## config.mk

```make
export PLATFORM = sky130hd
export DESIGN_NAME = windowed_watchdog
export DESIGN_NICKNAME = d
export VERILOG_FILES = /design/src/rtl/windowed_watchdog.sv
export SDC_FILE = /design/constraint.sdc
export NUM_CORES = 1
export LEC_CHECK = 0
export ABC_AREA = 1
export CAP_MARGIN = 20
export CORE_ASPECT_RATIO = 0.6
export CORE_MARGIN = 2
export CORE_UTILIZATION = 30
export DETAILED_ROUTE_END_ITERATION = 8
export GPL_TIMING_DRIVEN = 0
export PLACE_DENSITY_LB_ADDON = 0.05
export SETUP_SLACK_MARGIN = 0.1
export SYNTH_ARGS = -nofsm -noshare
export SYNTH_HDL_FRONTEND = slang
export SYNTH_SLANG_ARGS = --single-unit
```

## constraint.sdc

```tcl
create_clock -name clk -period 1.65 [get_ports clk]
set_input_delay 0.33 -clock clk [delete_from_list [all_inputs] [get_ports clk]]
set_output_delay 0.33 -clock clk [all_outputs]
set_load 0.05 [all_outputs]
```

## src/rtl/windowed_watchdog.sv

```systemverilog
// Windowed watchdog: NUM_CH independent channels, each of which must be kicked
// inside the window [WIN_OPEN, MAX_COUNT-1] of its cycle counter. A kick that
// comes too early, or no kick before the counter runs out, latches the channel
// in EXPIRED until it is cleared.
//
// Ports:
//   clk          system clock, rising edge
//   rstn         asynchronous active-low reset
//   en[ch]       channel enable
//   flag[ch]     channel kick
//   clr[ch]      clear of an expired channel
//   warn[ch]     counter is in the late part of the open window
//   interrupt[ch] sticky timeout / violation
//   early_err[ch] sticky early-kick indication
//   sys_rst_req  OR of all interrupts, one cycle late
module windowed_watchdog #(
    parameter int NUM_CH     = 2,
    parameter int MAX_COUNT  = 100,
    parameter int WIN_OPEN   = 20,
    parameter int WARN_COUNT = 80
) (
    input  logic              clk,
    input  logic              rstn,
    input  logic [NUM_CH-1:0] en,
    input  logic [NUM_CH-1:0] flag,
    input  logic [NUM_CH-1:0] clr,
    output logic [NUM_CH-1:0] warn,
    output logic [NUM_CH-1:0] interrupt,
    output logic [NUM_CH-1:0] early_err,
    output logic              sys_rst_req
);

    localparam int unsigned CNT_W = $clog2(MAX_COUNT + 1);

    // Compare values are one below the threshold because decisions are taken
    // on the cycle before the counter reaches it.
    localparam logic [CNT_W-1:0] CNT_OPEN_M1 = CNT_W'(WIN_OPEN - 1);
    localparam logic [CNT_W-1:0] CNT_WARN_M1 = CNT_W'(WARN_COUNT - 1);
    localparam logic [CNT_W-1:0] CNT_LAST    = CNT_W'(MAX_COUNT - 1);

    // Elaboration-time parameter sanity check.
    if (!(WIN_OPEN > 0 && WIN_OPEN < WARN_COUNT && WARN_COUNT < MAX_COUNT && NUM_CH >= 1))
    begin : g_bad_params
        $fatal(1, "windowed_watchdog: need 0 < WIN_OPEN < WARN_COUNT < MAX_COUNT and NUM_CH >= 1");
    end

    typedef enum logic [1:0] {
        S_IDLE,
        S_CLOSED,
        S_OPEN,
        S_EXPIRED
    } state_t;

    state_t            r_state [NUM_CH];
    logic [CNT_W-1:0]  r_cnt   [NUM_CH];
    logic [NUM_CH-1:0] r_warn;
    logic [NUM_CH-1:0] r_int;
    logic [NUM_CH-1:0] r_early;
    logic              r_sys;

    // Per-channel FSM, counter and registered flags.
    always_ff @(posedge clk or negedge rstn) begin
        if (!rstn) begin
            for (int i = 0; i < NUM_CH; i++) begin
                r_state[i] <= S_IDLE;
                r_cnt[i]   <= '0;
            end
            r_warn  <= '0;
            r_int   <= '0;
            r_early <= '0;
            r_sys   <= 1'b0;
        end else begin
            r_sys <= |r_int;
            for (int i = 0; i < NUM_CH; i++) begin
                // warn only stays up on an uneventful OPEN cycle
                r_warn[i] <= 1'b0;
                case (r_state[i])
                    S_IDLE: begin
                        r_cnt[i] <= '0;
                        if (en[i]) r_state[i] <= S_CLOSED;
                    end
                    S_CLOSED: begin
                        if (!en[i]) begin
                            r_state[i] <= S_IDLE;
                            r_cnt[i]   <= '0;
                        end else if (flag[i]) begin
                            r_state[i] <= S_EXPIRED;
                            r_int[i]   <= 1'b1;
                            r_early[i] <= 1'b1;
                        end else begin
                            r_cnt[i] <= r_cnt[i] + CNT_W'(1);
                            if (r_cnt[i] == CNT_OPEN_M1) r_state[i] <= S_OPEN;
                        end
                    end
                    S_OPEN: begin
                        if (!en[i]) begin
                            r_state[i] <= S_IDLE;
                            r_cnt[i]   <= '0;
                        end else if (flag[i]) begin
                            // a kick on the last count still services the channel
                            r_state[i] <= S_CLOSED;
                            r_cnt[i]   <= '0;
                        end else if (r_cnt[i] == CNT_LAST) begin
                            r_state[i] <= S_EXPIRED;
                            r_int[i]   <= 1'b1;
                        end else begin
                            r_cnt[i]  <= r_cnt[i] + CNT_W'(1);
                            r_warn[i] <= (r_cnt[i] >= CNT_WARN_M1);
                        end
                    end
                    S_EXPIRED: begin
                        // counter frozen; flag and en ignored until cleared
                        if (clr[i]) begin
                            r_int[i]   <= 1'b0;
                            r_early[i] <= 1'b0;
                            r_cnt[i]   <= '0;
                            r_state[i] <= en[i] ? S_CLOSED : S_IDLE;
                        end
                    end
                    default: begin
                        r_state[i] <= S_IDLE;
                        r_cnt[i]   <= '0;
                    end
                endcase
            end
        end
    end

    assign warn        = r_warn;
    assign interrupt   = r_int;
    assign early_err   = r_early;
    assign sys_rst_req = r_sys;

endmodule

```

==> results.ini <==
[outcome]
run_status = complete, no violations

[job]
timing.max_cap.violations = 0

[finish]
fill_count = 603
layout_common_cells = 79 x nand2_1, 29 x inv_1, 24 x dfrtp_1
stdcell_count = 351
antenna-diode-count = 0
area_delta_synth_final_pct = 22.2
mostFrequentLayoutCell = nand2_1
utilization = 0.381
drive_gt1_frac = 0.177
total_number_of_nets_in_the_final_design = 292

[worst_setup_path]
critPathSlowestCell = dlygate4sd2_1
worstSetupStartpointType = register
cpLargestDelayFamily = buffers and inverters
timing.critical_path.to_type = output port
cpPeakStageDelay_ns = 0.53
timing.critical_path.arrival_ns = 1.17
critical_path_peak_fanout = 2
timing.setup.critical_path_class = register to output port
crit_chain = dlygate4sd2_1
cp.buffers_inverters = 1
critPathRequiredTime_ns = 1.32

[logic_synthesis]
synth_simple_gate_area_frac = 0.374
portion_of_netlist_area_occupied_by_mux_cells = 0
post_synthesis_compound_gate_area_fraction = 0.0835
yosys_register_bits = 25
synthesis.nets = 269
synth_xor_area_frac = 0
synth_cell_type_count = 23
largest_family_of_logic_cells_by_synthesized_area = simple AND/OR/NAND/NOR gates
share_of_synthesized_registers_carrying_an_async_set_or_reset = 1.00
ys_warn_count = 0
synth_sequential_area_ratio = 0.360
synth_cells = 249
synth_enable_flop_cells = 0
yosys.area_share.adder = 0.0864
post_synth.cell_area_avg_um2 = 6.98
ys.flop_type = dfrtp_1
syn_area_um2 = 1740

[sta]
final-max-slew-violation-count = 0
hold-worst-slack_ns = 0.382
worst-slew-pin-transition_ns = 0.518
worst_clock_skew_ns = 0.00280
timing.final.crit_period_ns = 1.50
setup_viol_count_final = 0
fin_crit_sh = 0.910
totalNegativeSetupSlack_ns = 0
timing.final.hold_violations = 0
slew_headroom = 0.656
max_freq_mhz = 666
grt_setup_unrepaired = yes

[pwr]
power_frac_comb = 0.508
power.clock.fraction = 0.153
power.ir.vdd_worst_v = 0.000481
leakage_nw = 1.05
areal_power_density_over_the_cells_nw_per_um2 = 1160
power_mw = 2.47
switching_share = 0.441
power.net_switching_mw = 1.09
seqPwrFrac = 0.339
p_int_mw = 1.38

[floorplan]
die-height_um = 63.0
dieWidth_um = 102
fp.dieArea_um2 = 6440
std_cell_rows = 21
floorplan.core_area_um2 = 5570
ios = 15
initial_utilization = 0.312

[clocking]
cts_root_buffer = clkbuf_8
htreeDepth = 1
hold_buf_count_cts = 0
cts_num_sinks = 25
clkTransAtPathRegs_ns = 0.09
tritoncts_clock_tree = built
clock_insertion_delay_at_the_later_pin_of_the_skew_report_ns = 0.27
clock_path_buffers = 2
numCtsBuffers = 3

[worst_hold_path]
holdCritPathClass = input pin to async pin

[placed_design]
place.port_buffers = 14
detailed_place_hpwl_mm = 2.99
dp_cells = 344
place_congestion = 0.791

[global_routing]
grt_start_max_net_pins = 19
first_global_vias = 1349
grt_antenna_before_repair = 0
track_usage = 0.129
grt_remaining_overflow = 0
wire_length_of_the_first_global_routing_pass_mm = 6.52

[route]
first_pass_iters = 4
drtAntennaViolNets = 0
drt_iter0_markers = 70
vias_per_cell = 4.52
wl_per_cell_um = 11.0
detail_route.wirelength_mm = 3.87
route.detailed.drc = 0
vias = 1588

stage by stage:
stage	worst slack [ns]	instance area, µm²
after floorplan	0.301	1740
after global placement	-0.206	1980
after detailed placement	-0.0900	2010
after CTS	0.107	2050
after global routing	0.0880	2120
final	0.148	2120
cell usage after synthesis, types with 2 or more instances:
cell	instances	area [µm²]
inv_1	31	116
nand4_1	7	43.8
nand3b_1	3	22.5
nor2_1	20	75.1
o21ai_0	10	50.1
o21ai_1	2	10.0
dfrtp_1	25	626
nor3_1	4	20.0
ha_1	12	150
o21ai_2	5	43.8
inv_2	7	26.3
nand2_1	83	312
nand2_2	5	31.3
a21oi_1	7	35.0
nand3_1	20	100
worst paths after layout:
kind | start | depth (start not counted) | slack (ns) | endpoint
worst max-delay path | early_err[1]$_DFFE_PN0P_ | 1 | 0.15 | early_err[1]
worst min-delay path | rstn | 1 | 0.38 | r_cnt[11]$_DFFE_PN0P_
worst max register to register | r_state[2]$_DFFE_PN0P_ | 9 | 0.19 | r_cnt[10]$_DFFE_PN0P_
worst min register to register | interrupt[0]$_DFFE_PN0P_ | 1 | 0.49 | sys_rst_req$_DFF_PN0_
max in group asynchronous | rstn | 2 | 0.80 | r_state[2]$_DFFE_PN0P_
min in group clk | interrupt[0]$_DFFE_PN0P_ | 1 | 0.49 | sys_rst_req$_DFF_PN0_
logic make-up after synthesis:
| group | count (synthesis) |
|---|---|
| fa+ha+maj | 12 |
| simple gates | 147 |
| buf+inv | 40 |
| compound gates | 25 |
| flops | 25 |
layer usage:
layer | track usage | wire [µm] | share of wire | vias up
li1 | - | - | - | 834
met1 | 0.215 | 2220 | 0.57 | 716
met2 | 0.156 | 1390 | 0.36 | 36
met3 | 0.0436 | 234 | 0.060 | 2
met4 | 0.0200 | 24 | 0.0062 | 0
met5 | 0 | 0 | 0 | -
flip-flops by register name (all words and copies together) (netlist names):
name,cells
r_state,4
sys_rst_req,1
early_err,2
warn,2
r_cnt,14
interrupt,2
worst register-to-register path: stages (launching register included):
cell,delay (ns)
dfrtp_2,0.44
inv_2,0.08
ha_2,0.20
nand3_1,0.15
inv_2,0.13
nand2_2,0.07
nand2_4,0.08
buf_12,0.13
nand2_1,0.06
o21ai_2,0.05
power groups by stage:
stage	clock network, mW	logic [mW]	registers [mW]
CTS	0.402	1.15	0.832
detailed placement	0	1.17	0.846
floorplan	0	0.659	1.03
finish	0.377	1.25	0.836
global route	0.424	1.41	0.853
global placement	0	1.17	0.847
layout make-up:
class                           instances  area (µm²)  share of cell area
Tap cell                               80         100              0.0471
Clock buffer                            4        45.0              0.0212
Inverter                               39         146              0.0689
Buffer                                  1        20.0             0.00943
Sequential cell                        25         627               0.295
Multi-Input combinational cell        184        1000               0.473
Timing Repair Buffer                   18         181              0.0854
timing repair:
action | in CTS | in global routing
setup endpoints to repair | 12 | 19
setup buffers | 0 | 3
pin swaps | 0 | 0
gates resized for setup | 11 | 17
(Power assumes the default switching activity.)
